<file path="src/rtl/fifo_wr_arbiter.sv">
// Round-robin write-port arbiter in front of the 16x8 FIFO.
// Bursts of up to BURST_MAX words per grant, stalls on fifo_full.
module fifo_wr_arbiter #(
    parameter int NREQ      = 4,
    parameter int DW        = 8,
    parameter int BURST_MAX = 4
) (
    input  logic               clock,
    input  logic               reset,
    input  logic [NREQ-1:0]    req,
    input  logic [NREQ*DW-1:0] req_data,
    input  logic               fifo_full,
    output logic [NREQ-1:0]    grant,
    output logic [NREQ-1:0]    ack,
    output logic               fifo_we,
    output logic [DW-1:0]      fifo_wr_data,
    output logic               busy
);

    localparam int IW = $clog2(NREQ);
    localparam int CW = $clog2(BURST_MAX) + 1;

    localparam logic [CW-1:0]   CNT_LAST = CW'(BURST_MAX - 1);
    localparam logic [IW-1:0]   LAST_RST = IW'(NREQ - 1);
    localparam logic [NREQ-1:0] ONE      = NREQ'(1);

    typedef enum logic {
        IDLE,
        BUSY
    } state_t;

    state_t          state_q, state_d;
    logic [NREQ-1:0] grant_q, grant_d;
    logic [IW-1:0]   last_q,  last_d;
    logic [CW-1:0]   cnt_q,   cnt_d;

    logic            win_vld;
    logic [IW-1:0]   win_idx;
    logic [IW-1:0]   scan;
    logic            own_req;
    logic            own_ack;
    logic            release_c;
    logic [DW-1:0]   own_data;

    // Scan starts just past the last owner, so it ranks lowest.
    always_comb begin
        win_vld = 1'b0;
        win_idx = '0;
        scan    = '0;
        for (int k = 1; k <= NREQ; k++) begin
            scan = IW'((int'(last_q) + k) % NREQ);
            if (!win_vld && req[scan]) begin
                win_vld = 1'b1;
                win_idx = scan;
            end
        end
    end

    always_comb begin
        own_data = '0;
        for (int i = 0; i < NREQ; i++) begin
            if (grant_q[i]) begin
                own_data = own_data | req_data[i*DW +: DW];
            end
        end
    end

    assign ack = (reset || fifo_full) ? '0 : (grant_q & req);

    assign own_req   = |(grant_q & req);
    assign own_ack   = |ack;
    assign release_c = !own_req || (own_ack && (cnt_q == CNT_LAST));

    always_comb begin
        state_d = state_q;
        grant_d = grant_q;
        last_d  = last_q;
        cnt_d   = cnt_q;
        unique case (state_q)
            IDLE: begin
                if (win_vld) begin
                    state_d = BUSY;
                    grant_d = ONE << win_idx;
                    last_d  = win_idx;
                    cnt_d   = '0;
                end
            end
            BUSY: begin
                if (release_c) begin
                    cnt_d = '0;
                    if (win_vld) begin
                        grant_d = ONE << win_idx;
                        last_d  = win_idx;
                    end else begin
                        grant_d = '0;
                        state_d = IDLE;
                    end
                end else if (own_ack) begin
                    cnt_d = cnt_q + 1'b1;
                end
            end
            default: begin
                state_d = IDLE;
                grant_d = '0;
            end
        endcase
    end

    always_ff @(posedge clock) begin
        if (reset) begin
            state_q <= IDLE;
            grant_q <= '0;
            last_q  <= LAST_RST;
            cnt_q   <= '0;
        end else begin
            state_q <= state_d;
            grant_q <= grant_d;
            last_q  <= last_d;
            cnt_q   <= cnt_d;
        end
    end

    assign grant        = grant_q;
    assign fifo_we      = own_ack;
    assign fifo_wr_data = own_data;
    assign busy         = (state_q == BUSY);

endmodule

</file>
<file path="config.mk">
export PLATFORM = sky130hd
export DESIGN_NAME = fifo_wr_arbiter
export DESIGN_NICKNAME = d
export VERILOG_FILES = /design/src/rtl/fifo_wr_arbiter.sv
export SDC_FILE = /design/constraint.sdc
export NUM_CORES = 1
export LEC_CHECK = 0
export ABC_AREA = 1
export CORE_AREA = 2 2 56 58
export CTS_CLUSTER_DIAMETER = 100
export CTS_CLUSTER_SIZE = 8
export DETAILED_ROUTE_END_ITERATION = 16
export DIE_AREA = 0 0 58 60
export HOLD_SLACK_MARGIN = 0.12
export MAX_ROUTING_LAYER = met4
export PLACE_DENSITY = 0.89
export SETUP_SLACK_MARGIN = 0.15
export SLEW_MARGIN = 20
export SYNTH_ARGS = -nofsm -noshare
export SYNTH_HDL_FRONTEND = slang
export SYNTH_SLANG_ARGS = --single-unit
</file>
<file path="constraint.sdc">
create_clock -name clock -period 1.95 [get_ports clock]
set_clock_uncertainty 0.05 [all_clocks]
set_input_delay 0.39 -clock clock [delete_from_list [all_inputs] [get_ports clock]]
set_output_delay 0.39 -clock clock [all_outputs]
set_load 0.01 [all_outputs]
</file>
After elaboration in Yosys (flattened, before gate mapping). Cells that the tools add are included.

Word-level logic and storage cells: 72. Register bits: 10.

Bitwise gates (word level): 5. Reductions and logical operators: 14. Magnitude comparators: 4. $add $sub $neg: 5. Shifts and indexed selects: 1. Equality and inequality tests: 4. Multiplexer cells: 35.

Operator list (number): 8-bit 2-to-1 mux (4); 8-bit OR (3); 4-bit 2-to-1 mux (4); 2-bit by 3-bit < comparator with 1-bit output (second input constant) (4); 2-bit 2-to-1 mux (6); 1-bit 2-to-1 mux (10); 3-bit 2-to-1 mux (3); 1-bit binary-select mux with 2-bit select (4); 4-bit one-hot mux with 2 select lines (1); 4-bit OR reduction (2); 3-bit one-hot mux with 2 select lines (1); 2-bit by 1-bit adder with 2-bit output (second input constant) (2); 2-bit adder (second input constant) (2); 4-bit AND (1); 1-bit logical AND (4); 1-bit zero test (4); 2-bit one-hot mux with 2 select lines (1); 2-bit AND reduction (2); 1-bit by 2-bit << shifter with 4-bit output (first input constant) (1); 3-bit by 1-bit adder with 3-bit output (second input constant) (1); 3-bit by 2-bit equality test with 1-bit output (second input constant) (1); 3-bit by 1-bit inequality test with 1-bit output (second input constant) (1); 1-bit logical OR (2); 2-bit by 1-bit inequality test with 1-bit output (second input constant) (1); 3 further kinds (3).

Longest topological paths before layout.
Depth after elaboration: 17. Mapped depth: 13. Gate-level depth less buffers: 13.

Worst setup path before layout. OpenSTA, ideal clock, no wires.

Path kind: register to register. From: register grant_q[1], in the netlist grant[1]. To: register grant_q[3], in the netlist grant[3]. Stages on the path, launching flop included: 11. Slack: 0.476 ns. Clock period less this slack: 1.474 ns. Arrival time: 1.310 ns. Path through: dfxtp_1 > buf_2 > nand2_1 > nand2_1 > nor2_1 > a21oi_1 > or2_1 > nand2_4 > clkinv_2 > nor2_1 > nor2_1.

Cells in the longest elaborated chain, start to end: 7. Elaborated cells on any way between the ends: 9. Classes of those cells: eq/ne: 1; mux: 1; bitwise: 1; reduce/logical: 6.

Ends and longest elaborated chain: from (decl) (line 33) `logic [NREQ-1:0] grant_q, grant_d;`; from (signal assigned) (line 117) `grant_q <= grant_d;`; 4-bit AND (*) (line 68, 70); 4-bit 2-to-1 mux (line 68) `assign ack = (reset || fifo_full) ? '0 : (grant_q & req);`; 4-bit OR reduction (line 71) `assign own_ack = |ack;`; 1-bit logical AND (line 72) `assign release_c = !own_req || (own_ack && (cnt_q == CNT_LAST));`; 1-bit logical OR (*) (line 72); 2-bit by 1-bit inequality test with 1-bit output (no source line) (*); 2-bit AND reduction (no source line) (*).

Every way passes the cells marked *; elsewhere a longest branch is shown, timed or not. A chain may end at the register's enable or synchronous reset.

Final worst setup path.
From: input port fifo_full. To: output port ack[1].

Cells in the longest elaborated chain, start to end: 2.

Ends and longest elaborated chain: from (decl) (line 12) `input logic fifo_full,`; 1-bit logical OR (line 68); 4-bit 2-to-1 mux (line 68); to (decl) (line 14) `output logic [NREQ-1:0] ack,`.

No other way between the ends.

==> run_results.csv <==
group,metric,value,unit
outcome,outcome,"complete, no violations",
power,power_density,1240,nW/um^2
critical_path,cp_top_family,"buffers and inverters",
placement,portBuffers,56,
yosys,synthCells,185,
cts,htreeDepth,1,
timing,report.final.slew_viol_count,0,
routing,via_per_inst,4.68,
floorplanning,start_util,36.3,%
grt,grt_use_total,18.4,%
power,p_int,0.00110,W
critical_path,r2r-start,"last_q[0]",
cts,clk_latency,0.27,ns
critical_path,cp-start-kind,"input port",
finish,antennaDiodeCount,0,
cts,cts.clk_slew.worst_paths,0.06,ns
critical_path,critPathBufInv,3,
yosys,synth.distinct_cells,21,
critical_path,cp.required,1.51,ns
finish,syn_to_final_growth,67.4,%
power,combPwrFrac,75.6,%
critical_path,worst-path-stages,5,
cts,cts_buffers,3,
placement,post-dp-hpwl,2520,um
finish,nNetsFinal,300,
power,p_switching,0.00109,W
yosys,syn-cell-area,1050,sq um
floorplanning,core_area,2900,sq um
cts,clock_sinks,10,
timing,fin_ws,0.211,ns
yosys,synth-xor-area-share,0,%
critical_path,rr_worst_depth,13,
finish,drive_gt1_share,21.3,%
grt,first_global_vias,1204,
timing,worst_pin_slew,0.190,ns
cts,clk_path_buf_depth,2,
finish,multi_input_area,744,sq um
placement,gp_congestion,0.822,
grt,overflow,0,
critical_path,max_stage_delay,0.44,ns
yosys,yosysWarningCount,0,
yosys,synth_area_leaders,"nand2_1, dfxtp_1, nand2_2, nand4_1, inv_1",
grt,grt_first_pass_wirelength,4970,um
grt,antenna_found_initial,0,
placement,dp_cells,286,
routing,routed_wirelength,3100,um
finish,final_util,60.8,%
yosys,netlist.area_leader.share,27.8,%
critical_path,endpoint,"ack[1]",
critical_path,r2r-end,"grant[0]",
cts,cts_tree,"done",
timing,fin_crit_sh,89.2,%
critical_path,path_class,"input port to primary output",
power,peakVddDrop,0.846,mV
timing,setup_viol,0,
timing,fin_crit,1.74,ns
grt,grt_max_degree,11,
floorplanning,die_x,58,um
critical_path,cpMaxStageDelayCell,"clkdlybuf4s50_1",
critical_path,end_kind,"primary output",
yosys,syn_nets,226,
critical_path,r2r_setup_slack,0.32,ns
timing,slew-limit-headroom,87.3,%
floorplanning,ios,57,
timing,hold_viol_final,0,
critical_path,crit_start,"fifo_full",
placement,pre_cts_ws,-0.343,ns
routing,drt_iter0_markers,71,
timing,fmax,0.575,GHz
floorplanning,core.rowCount,20,
finish,seq_area,203,sq um
job,drv_cap,0,
routing,firstDrtPassIters,4,
yosys,synth-simple-area-share,60.6,%
power,swShare,49.7,%
hold_path,hold_path_depth,2,
yosys,synth_compound_area_share,6.64,%
floorplanning,dieArea,3480,sq um
routing,dr_total_vias,1361,
cts,postCtsHoldBufs,0,
power,pwr-share-clk,8.5,%
yosys,yosysSeqAreaShare,19.0,%
critical_path,crit_arrival,1.30,ns
finish,fillerInstances,268,
yosys,synth.largest_area_cell,"nand2_1",
hold_path,hp-class,"flop to flop",
floorplanning,die_h,60,um
critical_path,path_max_fanout,4,
routing,antenna_left,0,
routing,wire_per_inst,10.6,um
routing,route.detailed.drc,0,
yosys,synth_top_family_by_area,"simple AND/OR/NAND/NOR gates",
yosys,synth_mux_area_share,0,%
yosys,synth_area_per_cell,5.70,sq um
power,power.leakage,0.959,nW
critical_path,cp_cell_sequence,"clkdlybuf4s50_1 > nor2_4 > inv_2 > nor2_1 > clkbuf_2",
yosys,synthAdderAreaFrac,2.37,%
power,p_seq_share,15.9,%
yosys,synth_seq_cells,10,
timing,rsz0062_at_grt,"true",
power,p_total,0.00220,W
cts,cts-root-buf,"clkbuf_4",
finish,finalNonFillerCells,291,
## power groups by stage
stage | Clock, W | Sequential, W | Combinational (W)
2_1_floorplan | 0 | 0.000352 | 0.00111
3_3_place_gp | 0 | 0.000346 | 0.00171
4_1_cts | 0.000193 | 0.000345 | 0.00168
5_1_grt | 0.000203 | 0.000361 | 0.00187
3_5_place_dp | 0 | 0.000349 | 0.00174
6_report | 0.000187 | 0.000350 | 0.00166
## cell usage in the layout, fill, tap and decap left out, types with 3 or more instances in the layout
master,Yosys,routed
nand2_1,78,78
clkdlybuf4s50_1,0,34
buf_4,0,18
inv_1,16,15
nor2_1,15,13
dlygate4sd2_1,0,13
nand2_2,12,12
nand4_1,10,10
nand3_1,10,10
a21oi_1,8,8
dfxtp_1,10,8
o21ai_1,4,5
inv_2,3,4
nand2_4,4,4
dlymetal6s2s_1,0,4
clkbuf_4,0,3
buf_2,2,3
## routing by layer
| layer | up-vias | part of all wire [%] | track usage (%) |
|---|---|---|---|
| li1 | 727 | - | - |
| met5 | - | 0 | - |
| met2 | 49 | 51 | 32.5 |
| met4 | 0 | 0.39 | 1.99 |
| met3 | 3 | 6.7 | 4.11 |
| met1 | 582 | 42 | 22.0 |
## sequential cells by signal (all words and copies together), names as in the netlist
| signal | count |
|---|---|
| grant | 4 |
| cnt_q | 3 |
| last_q | 2 |
| busy | 1 |
## synthesized netlist by cell type
cell type / number
dfxtp_1: 10
o21ai_1: 4
nand4_1: 10
buf_2: 2
a21oi_1: 8
nand3_1: 10
nor2_1: 15
ha_1: 2
nand2_4: 4
nand2_1: 78
nand3b_1: 1
inv_1: 16
nand2_2: 12
nor2_2: 1
clkinv_2: 1
or2_1: 1
buf_6: 3
inv_2: 3
o21ai_0: 2
nand3_4: 1
nor2_8: 1
## worst register-to-register path, delay by kind of cell, from the launching register on
kind / cells / cell delay, ns
buffers and inverters: 2 / 0.23
AOI/OAI and AO/OA: 1 / 0.12
and+or+nand+nor: 10 / 0.77
DFF: 1 / 0.40
## metrics by stage
step / TNS, ns / hold WS, ns / area (sq um)
2_1_floorplan: 0 / 0.385 / 1050
3_3_place_gp: -1.98 / 0.399 / 1740
3_5_place_dp: -2.25 / 0.401 / 1740
4_1_cts: 0 / 0.411 / 1770
5_1_grt: 0 / 0.461 / 1770
6_report: 0 / 0.408 / 1770
## cell families (layout without fill, tap and decap cells)
group | count (synthesis) | after routing
simple gates | 134 | 134
compound gates | 14 | 14
flops | 10 | 10
fa+ha+maj | 2 | 2
buf+inv | 25 | 98
## how the worst min path moves through the flow
stage	from	end	slack, ns
5_1_grt	cnt_q[2]	cnt_q[2]	0.46
2_1_floorplan	cnt_q[2]	cnt_q[2]	0.39
3_5_place_dp	cnt_q[2]	cnt_q[2]	0.40
6_report	cnt_q[2]	cnt_q[2]	0.41
4_1_cts	cnt_q[2]	cnt_q[2]	0.41
3_3_place_gp	cnt_q[2]	cnt_q[2]	0.40
## final cells by class
cell class / instances / share of cell area, %
Inverter: 20 / 4.32
Tap cell: 33 / 2.34
Clock buffer: 4 / 2.06
Sequential cell: 10 / 11.5
Multi-Input combinational cell: 150 / 42.2
Timing Repair Buffer: 74 / 37.6
## what timing repair did
item | CTS | global route
endpoints found under the setup margin | 14 | 14
setup buffers | 1 | 0
pin swaps | 6 | 1
resized for setup | 31 | 11
Power figures use the tool's default switching activity.
